### src/rtl/decode_pkg.sv
// Shared opcode map, control-bit indices, instruction field positions and
// destination-decode helpers for the decode stage.
package decode_pkg;

  localparam logic [5:0] OP_ADD = 6'd0;
  localparam logic [5:0] OP_SUB = 6'd1;
  localparam logic [5:0] OP_LI  = 6'd2;
  localparam logic [5:0] OP_SHL = 6'd3;
  localparam logic [5:0] OP_SHR = 6'd4;
  localparam logic [5:0] OP_AND = 6'd5;
  localparam logic [5:0] OP_OR  = 6'd6;
  localparam logic [5:0] OP_XOR = 6'd7;
  localparam logic [5:0] OP_BR  = 6'd8;
  localparam logic [5:0] OP_BNE = 6'd9;
  localparam logic [5:0] OP_MOV = 6'd10;
  localparam logic [5:0] OP_ADI = 6'd11;
  localparam logic [5:0] OP_MUL = 6'd12;
  localparam logic [5:0] OP_HLT = 6'd13;
  localparam logic [5:0] OP_NOP = 6'd14;
  localparam logic [5:0] OP_FIRST_ILLEGAL = 6'd15;

  localparam int CTRL_W   = 16;
  localparam int CTRL_ADD = 0;
  localparam int CTRL_SUB = 1;
  localparam int CTRL_LI  = 2;
  localparam int CTRL_SHL = 3;
  localparam int CTRL_SHR = 4;
  localparam int CTRL_AND = 5;
  localparam int CTRL_OR  = 6;
  localparam int CTRL_XOR = 7;
  localparam int CTRL_BR  = 8;
  localparam int CTRL_BNE = 9;
  localparam int CTRL_MOV = 10;
  localparam int CTRL_ADI = 11;
  localparam int CTRL_MUL = 12;
  localparam int CTRL_HLT = 13;
  localparam int CTRL_NOP = 14;

  localparam int OP_HI  = 31;
  localparam int OP_LO  = 26;
  localparam int RS_HI  = 25;
  localparam int RS_LO  = 21;
  localparam int RT_HI  = 20;
  localparam int RT_LO  = 16;
  localparam int RD_HI  = 15;
  localparam int RD_LO  = 11;
  localparam int IMM_HI = 15;
  localparam int IMM_LO = 0;

  typedef enum logic {S_RUN = 1'b0, S_HALT = 1'b1} state_t;

  function automatic logic has_dest(input logic [5:0] op);
    case (op)
      OP_ADD, OP_SUB, OP_LI, OP_SHL, OP_SHR, OP_AND, OP_OR,
      OP_XOR, OP_MOV, OP_ADI, OP_MUL: has_dest = 1'b1;
      default:                        has_dest = 1'b0;
    endcase
  endfunction

  // 1: destination comes from the rt field, 0: from the rd field
  function automatic logic dest_sel(input logic [5:0] op);
    dest_sel = (op == OP_LI) || (op == OP_ADI);
  endfunction

endpackage

### src/rtl/regfile_2r1w.sv
// Two-read one-write register file; a same-cycle write is forwarded to both
// read ports so the reader never sees the stale value.
module regfile_2r1w #(
  parameter int DATA_W  = 32,
  parameter int NREGS   = 32,
  parameter bit ZERO_R0 = 1'b1,
  localparam int RW     = $clog2(NREGS)
) (
  input  logic              clock,
  input  logic              reset,
  input  logic              we,
  input  logic [RW-1:0]     waddr,
  input  logic [DATA_W-1:0] wdata,
  input  logic [RW-1:0]     raddr_a,
  input  logic [RW-1:0]     raddr_b,
  output logic [DATA_W-1:0] rdata_a,
  output logic [DATA_W-1:0] rdata_b
);

  logic [DATA_W-1:0] mem [NREGS];
  logic              wr_en;

  assign wr_en = we && !(ZERO_R0 && (waddr == '0));

  always_ff @(posedge clock) begin
    if (reset) begin
      for (int i = 0; i < NREGS; i++) mem[i] <= '0;
    end else if (wr_en) begin
      mem[waddr] <= wdata;
    end
  end

  always_comb begin
    if (ZERO_R0 && (raddr_a == '0))    rdata_a = '0;
    else if (wr_en && waddr == raddr_a) rdata_a = wdata;
    else                                rdata_a = mem[raddr_a];
    if (ZERO_R0 && (raddr_b == '0))    rdata_b = '0;
    else if (wr_en && waddr == raddr_b) rdata_b = wdata;
    else                                rdata_b = mem[raddr_b];
  end

endmodule

### src/rtl/decode_stage.sv
// Decode stage between IF/ID and ID/EX: register read, load-use scoreboard,
// flush and a RUN/HALT state machine; halted reflects the FSM state.
// Handshake: a transfer happens on a side when valid & ready are both high
// at a rising edge; if_ready never depends on if_valid, and ex_* stay stable
// while ex_valid & !ex_ready.
module decode_stage
  import decode_pkg::*;
#(
  parameter int DATA_W  = 32,
  parameter int PC_W    = 32,
  parameter int NREGS   = 32,
  parameter bit ZERO_R0 = 1'b1,
  localparam int RW     = $clog2(NREGS)
) (
  input  logic              clock,
  input  logic              reset,
  input  logic              if_valid,
  output logic              if_ready,
  input  logic [31:0]       if_instr,
  input  logic [PC_W-1:0]   if_pc,
  input  logic              wb_valid,
  input  logic [RW-1:0]     wb_rd,
  input  logic [DATA_W-1:0] wb_data,
  input  logic              flush,
  output logic              ex_valid,
  input  logic              ex_ready,
  output logic [31:0]       ex_instr,
  output logic [PC_W-1:0]   ex_pc,
  output logic [DATA_W-1:0] ex_rs_val,
  output logic [DATA_W-1:0] ex_rt_val,
  output logic [DATA_W-1:0] ex_imm,
  output logic [15:0]       ex_ctrl,
  output logic              ex_illegal,
  output logic              halted
);

  logic [5:0]        op;
  logic [4:0]        rs_f, rt_f, rd_f;
  logic [15:0]       imm_f;
  logic [RW-1:0]     rs_idx, rt_idx, dst_idx;
  logic              dst_v;
  logic [DATA_W-1:0] rs_val, rt_val;
  logic [15:0]       ctrl_nx;
  logic              illegal_nx;
  logic              hazard, ld, run;
  logic [NREGS-1:0]  pending, pend_set, pend_clr;
  logic              ex_dest_v;
  logic [RW-1:0]     ex_dest;
  state_t            state, state_nx;

  assign op     = if_instr[OP_HI:OP_LO];
  assign rs_f   = if_instr[RS_HI:RS_LO];
  assign rt_f   = if_instr[RT_HI:RT_LO];
  assign rd_f   = if_instr[RD_HI:RD_LO];
  assign imm_f  = if_instr[IMM_HI:IMM_LO];
  assign rs_idx = rs_f[RW-1:0];
  assign rt_idx = rt_f[RW-1:0];
  assign dst_idx = dest_sel(op) ? rt_f[RW-1:0] : rd_f[RW-1:0];
  assign dst_v   = has_dest(op) && !(ZERO_R0 && (dst_idx == '0));

  assign illegal_nx = (op >= OP_FIRST_ILLEGAL);
  always_comb begin
    ctrl_nx = '0;
    if (!illegal_nx) ctrl_nx[op[3:0]] = 1'b1;
  end

  regfile_2r1w #(
    .DATA_W (DATA_W),
    .NREGS  (NREGS),
    .ZERO_R0(ZERO_R0)
  ) u_rf (
    .clock  (clock),
    .reset  (reset),
    .we     (wb_valid),
    .waddr  (wb_rd),
    .wdata  (wb_data),
    .raddr_a(rs_idx),
    .raddr_b(rt_idx),
    .rdata_a(rs_val),
    .rdata_b(rt_val)
  );

  // A write-back landing this cycle resolves the dependency immediately.
  assign hazard = (pending[rs_idx] && !(wb_valid && wb_rd == rs_idx)) ||
                  (pending[rt_idx] && !(wb_valid && wb_rd == rt_idx));
  assign if_ready = run && (!ex_valid || ex_ready) && !hazard && !flush;
  assign ld       = if_valid && if_ready;

  always_comb begin
    pend_set = '0;
    pend_clr = '0;
    if (wb_valid) pend_clr[wb_rd] = 1'b1;
    if (flush && ex_valid && ex_dest_v) pend_clr[ex_dest] = 1'b1;
    if (ld && dst_v) pend_set[dst_idx] = 1'b1;
  end

  always_ff @(posedge clock) begin
    if (reset) pending <= '0;
    else       pending <= (pending & ~pend_clr) | pend_set;
  end

  always_ff @(posedge clock) begin
    if (reset) begin
      ex_valid   <= 1'b0;
      ex_instr   <= '0;
      ex_pc      <= '0;
      ex_rs_val  <= '0;
      ex_rt_val  <= '0;
      ex_imm     <= '0;
      ex_ctrl    <= '0;
      ex_illegal <= 1'b0;
      ex_dest_v  <= 1'b0;
      ex_dest    <= '0;
    end else if (flush) begin
      ex_valid <= 1'b0;
    end else if (ld) begin
      ex_valid   <= 1'b1;
      ex_instr   <= if_instr;
      ex_pc      <= if_pc;
      ex_rs_val  <= rs_val;
      ex_rt_val  <= rt_val;
      ex_imm     <= DATA_W'($signed(imm_f));
      ex_ctrl    <= ctrl_nx;
      ex_illegal <= illegal_nx;
      ex_dest_v  <= dst_v;
      ex_dest    <= dst_idx;
    end else if (ex_ready) begin
      ex_valid <= 1'b0;
    end
  end

  always_ff @(posedge clock) begin
    if (reset) state <= S_RUN;
    else       state <= state_nx;
  end

  // ld already excludes flush, so a flush alongside HLT keeps RUN.
  always_comb begin
    state_nx = state;
    if (state == S_RUN && ld && op == OP_HLT) state_nx = S_HALT;
  end

  always_comb begin
    run    = (state == S_RUN);
    halted = (state == S_HALT);
  end

endmodule
### config.mk
export PLATFORM = sky130hd
export DESIGN_NAME = decode_stage
export DESIGN_NICKNAME = d
export VERILOG_FILES = /design/src/rtl/decode_pkg.sv /design/src/rtl/regfile_2r1w.sv /design/src/rtl/decode_stage.sv
export SDC_FILE = /design/constraint.sdc
export NUM_CORES = 2
export LEC_CHECK = 0
export CORE_AREA = 2 2 360 362
export CTS_CLUSTER_SIZE = 12
export DETAILED_ROUTE_END_ITERATION = 8
export DIE_AREA = 0 0 362 364
export PLACE_DENSITY = 0.68
export SLEW_MARGIN = 40
export SYNTH_ARGS = -nofsm -noshare
export SYNTH_HDL_FRONTEND = slang
export SYNTH_SLANG_ARGS = --single-unit
### constraint.sdc
create_clock -name clock -period 6.4 [get_ports clock]
set_input_delay 1.28 -clock clock [delete_from_list [all_inputs] [get_ports clock]]
set_output_delay 1.28 -clock clock [all_outputs]
set_load 0.005 [all_outputs]
# Yosys cells after proc, flatten, opt, wreduce, memory -nomap -nowiden
# Memories as Yosys holds them, arrays and structs flattened.
# Index checks and enable logic that the tools add are counted.
[totals]
ff_bits = 201
mem_bits_rw = 1024
romBits = 16
in_bits = 107
word_cells = 108
memories = 2
[mem_list]
columns = ["memory", "depth", "width", "read_ports", "rd_clocked_by_memory_dff", "wr", "line_no", "rtl"]
rows = [
  ["u_rf.mem", 32, 32, 2, 0, 32, "regfile_2r1w.sv:20", "logic [DATA_W-1:0] mem [NREGS];"],
  ["(name not given)", 16, 1, 1, 0, 0, "decode_pkg.sv:53", "case (op)"],
]
[op_classes]
order_cmp = 11
eq_ne = 5
muxes = 32
bitwise = 6
n_reduce_logical = 40
[ops]
columns = ["operator", "n"]
rows = [
  ["2-to-1 mux 32 bit", 8],
  ["OR 32 bit", 2],
  ["AND 32 bit", 1],
  ["inverter 32 bit", 1],
  ["OR reduction 32 bit", 1],
  ["less-than comparator 5 x 6 -> 1 bit (second input constant)", 5],
  ["logical AND 1 bit", 21],
  ["zero test 5 bit", 4],
  ["2-to-1 mux 16 bit", 1],
  ["demux 1 bit (select 5 bit)", 3],
  ["greater-or-equal comparator 5 x 1 -> 1 bit (second input constant)", 3],
  ["2-to-1 mux 1 bit", 15],
  ["equality test 6 x 4 -> 1 bit (second input constant)", 2],
  ["binary-select mux 1 bit (select 5 bit)", 2],
  ["equality test 5 bit", 2],
  ["2-to-1 mux 5 bit", 2],
  ["zero test 1 bit", 7],
  ["equality test 6 x 2 -> 1 bit (second input constant)", 1],
  ["greater-or-equal comparator 6 x 4 -> 1 bit (second input constant)", 1],
  ["less-than comparator 4 x 5 -> 1 bit (second input constant)", 1],
  ["demux 1 bit (select 4 bit)", 1],
  ["greater-or-equal comparator 4 x 1 -> 1 bit (second input constant)", 1],
  ["logical OR 1 bit", 3],
  ["zero test 2 bit", 1],
  ["other kinds (4)", 5],
]

# Depth between registers and ports, before layout
[depth]
word_depth = 12
mapped_depth = 12
depth_no_buf = 6

# Modules after synthesis
# Synthesis repeated with hierarchy kept, for this count alone.
[hier_totals]
hier_cells = 4962
area_unflattened_um2 = 65022.4
[by_module_without_submodules]
columns = ["mod", "n_inst", "cells_each", "area_each_um2", "seq_area_each_um2"]
rows = [
  ["regfile_2r1w", 1, 3918, 55723.4, 30749.5],
  ["decode_stage", 1, 1044, 9298.9, 3703.6],
]

# Worst setup path before layout
# OpenSTA, ideal clock, no wires.
[synth_path]
path_kind = "input to register"
startpoint = "in wb_rd[2]"
endpoint = "mem u_rf.mem[20][0] (enable)"
arrival_ps = 4534
path_slack_ps = 1401
cell_stages = 6
path_buffers = 3
cell_sequence = "clkbuf_1 > or3_1 > clkbuf_1 > nand3_1 > clkbuf_1 > o21ai_0"
[synth_lines]
columns = ["element", "line_no", "rtl"]
rows = [
  ["start: declaration", "decode_stage.sv:22", "input logic [RW-1:0] wb_rd,"],
  ["end: declaration", "regfile_2r1w.sv:20", ""],
]

# Worst setup path after layout
[layout_path]
startpoint = "in if_instr[24]"
endpoint = "out if_ready"
[layout_between]
elab_chain_len = 8
elab_cells_between_ends = 10
classes_between = "1 x eq/ne; 2 x mux; 7 x reduce/logical"
[layout_lines]
columns = ["element", "line_no", "rtl"]
rows = [
  ["start: declaration", "decode_stage.sv:19", "input logic [31:0] if_instr,"],
  ["parallel branches: the longest is 3 deep, another holds binary-select mux 1 bit (select 5 bit)", "n/a", ""],
  ["logical AND 1 bit (*)", "decode_stage.sv:84", "assign hazard = (pending[rs_idx] && !(wb_valid && wb_rd == rs_idx)) ||"],
  ["logical OR 1 bit (*)", "decode_stage.sv:84", ""],
  ["zero test 1 bit (*)", "decode_stage.sv:86", "assign if_ready = run && (!ex_valid || ex_ready) && !hazard && !flush;"],
  ["logical AND 1 bit (*) (2 in series)", "decode_stage.sv:86", ""],
  ["end: declaration", "decode_stage.sv:18", "output logic if_ready,"],
]
# Every way passes the cells marked *. The select of a mux whose other input is x is not followed.

==> qor.yml <==
worst_setup_path:
  critPathBufInv: 2
  critPathSlowestCell: "clkdlybuf4s50_1"
  endpoint_kind: "output port"
  timing_worst_setup_path_type: "primary input to output port"
  crit_chain: "clkdlybuf4s50_1 > xor2_1 > nor4_1 > nand3_1 > and3_2 > nor2_1 > clkdlybuf4s50_1"
  path_delay_family: "buffers and inverters"
  cp.arrival_ps: 4000
  regToRegStartpoint: "pending[3]$_SDFF_PP0_"
  max_stage_delay_ps: 720
  crit_path_frequent_cell: "clkdlybuf4s50_1"
  worstPathMaxFanout: 12
  startpoint_type: "primary input"
  worstPathRequired_ps: 5120
  critical_path.startpoint: "if_instr[24]"
floorplan:
  initial_core_util: 0.496
  io-pin-count: 287
  die_y_um: 364
  die_w_um: 362
  coreArea_um2: 128000
  dieArea_um2: 132000
  fp-row-count: 132
clock_network:
  cts_hold_buf: 0
  clk_pin_slew_ps: 60
  cts_inserted_buffers: 135
  clock_path_buffers: 3
  cts_num_sinks: 1209
  post_cts_buffers: 0
  cts_root_buffer: "clkbuf_16"
  htreeDepth: 4
  ctsResizeCount: 0
  insertion_delay_ps: 780
  cts_tree: "built"
sta:
  clock.fmax_mhz: 189
  final-setup-viol-count: 0
  drv_slew: 0
  relSlewSlack: 0.347
  setup_tns_ps: 0
  rsz0062_at_grt: "no"
  min_period_over_period: 0.825
  min_period_ps: 5280
  hold_viol_final: 0
  worst_pin_slew_ps: 973
  clock_skew_ps: 34.6
global_route:
  grt_max_degree: 97
  grt-ovfl-total: 0
  antenna_found_initial: 15
  grt_pass1_vias: 44365
  grt_pass1_wl_um: 327000
  grt.total_usage: 0.348
synth:
  synth_cells: 4784
  synth_flop_cell: "edfxtp_1"
  ys_warn_count: 0
  ys_seq_area_frac: 0.541
  ys_types: 64
  ys_ff_latch: 1209
  avgSynthCellArea_um2: 13.3
  synth_edf_count: 1024
  synth_area_um2: 63700
  synthArstFlopShare: 0
routing:
  wl_per_cell_um: 34.7
  ant_nets: 0
  drc_errors: 0
  first_pass_iters: 7
  drtIter0Drc: 7269
  wl_um: 231000
  viasPerCell: 6.87
  num_vias: 45867
placed_design:
  dp_hpwl_um: 142000
  port_buffers: 286
  dpl_cell_area_um2: 68800
  place_congestion: 0.971
run:
  max-cap-violations: 0
cells_and_area:
  syn2layout_area_growth_pct: 15.2
  layout-drive-gt1-share: 0.188
  layout_common_cells: "1024 x edfxtp_1, 997 x and2_1, 386 x mux4_2"
  fin_area_um2: 73300
  utilization: 0.572
  final_common_cell: "edfxtp_1"
  nets: 4994
power_and_ir_drop:
  power_density_nw_per_um2: 266
  cellLeakagePower_uw: 0.0256
  ir_drop_v: 0.000284
run_status:
  status: "finished clean"
worst_hold_path:
  min_from: "ex_rs_val[12]$_SDFFE_PP0P_"
  hold_class: "register to register"
registers in the layout, summed over array words and instances (netlist names), 5 cells and up:
signal and count:
ex_dest 5, ex_rs_val 32, pending 32, u_rf.mem 1024
ex_pc 32, ex_ctrl 16, ex_instr 32, ex_rt_val 32
worst register-to-register path: stages, from the launching register on:
cell and delay, ps:
dfxtp_1 330, mux2_1 290, a2111oi_0 630, o2111ai_1 330
o211a_2 230, buf_4 350, nor3_4 280, buf_4 660
o32ai_1 230
final cells by class:
cell class / count / area, µm²
sequential: 1209 / 34500
clock inverter: 49 / 492
clock buffer: 196 / 3880
multi-input combinational: 3001 / 27300
tap: 1675 / 2100
inverter: 48 / 186
antenna: 10 / 25.0
fill: 10230 / 55000
timing repair buffer: 492 / 4920
logic make-up (layout without fill, tap and decap cells):
group | count (synthesis) | in the layout | share of synthesized area
DFF | 1209 | 1209 | 0.541
buffers and inverters | 605 | 785 | 0.0420
muxes | 789 | 789 | 0.200
other | 1 | 42 | 0.0000589
AOI/OAI and AO/OA | 781 | 781 | 0.0859
xor gates and xnor gates | 11 | 11 | 0.00151
and+or+nand+nor | 1388 | 1388 | 0.129
stage by stage:
| step | hold slack (ps) | worst slack, ps | cells | total power, µW |
|---|---|---|---|---|
| floorplan | 439 | 1400 | 4815 | 10700 |
| CTS | 467 | 1270 | 6664 | 19400 |
| detailed placement | 455 | 1280 | 6419 | 11800 |
| global route | 482 | 1060 | 6673 | 19900 |
| finish | 466 | 1120 | 6680 | 19500 |
| global placement | 449 | 1240 | 6389 | 11700 |
path summary, 6_finish.rpt:
kind / endpoint / slack [ps] / depth (start not counted)
worst max-delay path: if_ready / 1120 / 7
worst min-delay path: ex_rs_val[12]$_SDFFE_PP0P_ / 470 / 2
worst max register to register: ex_rt_val[13]$_SDFFE_PP0P_ / 2920 / 8
worst min register to register: ex_rs_val[12]$_SDFFE_PP0P_ / 470 / 2
where the power goes:
group	internal, µW	leakage (µW)	switching (µW)
logic	966	0.0122	1520
clock network	4540	0.00213	3280
registers	8950	0.0113	245
total	14500	0.0256	5050
Yosys cell counts, types with 26 or more instances:
cell,n,share of area
nand4_1,71,0.0070
dfxtp_1,185,0.058
o32ai_1,26,0.0036
buf_2,92,0.0072
o221ai_1,74,0.010
a221oi_1,78,0.011
buf_4,68,0.0080
mux4_2,386,0.14
o31ai_1,96,0.011
a211oi_1,65,0.0077
nor2_1,128,0.0075
nand2_1,57,0.0034
and2_1,997,0.098
nor2b_1,37,0.0036
a21oi_1,180,0.014
clkbuf_1,371,0.022
edfxtp_1,1024,0.48
inv_1,45,0.0027
mux2i_1,380,0.060
nand3_1,27,0.0021
o21ai_0,126,0.0099
routing by layer:
layer	track usage	part of all wire	wire length, µm
met4	0.206	0.068	15800
met5	0	0.00031	71
met1	0.466	0.37	85600
met2	0.510	0.43	99800
met3	0.0972	0.13	30200
No activity file was read; power rests on OpenSTA's default activity.
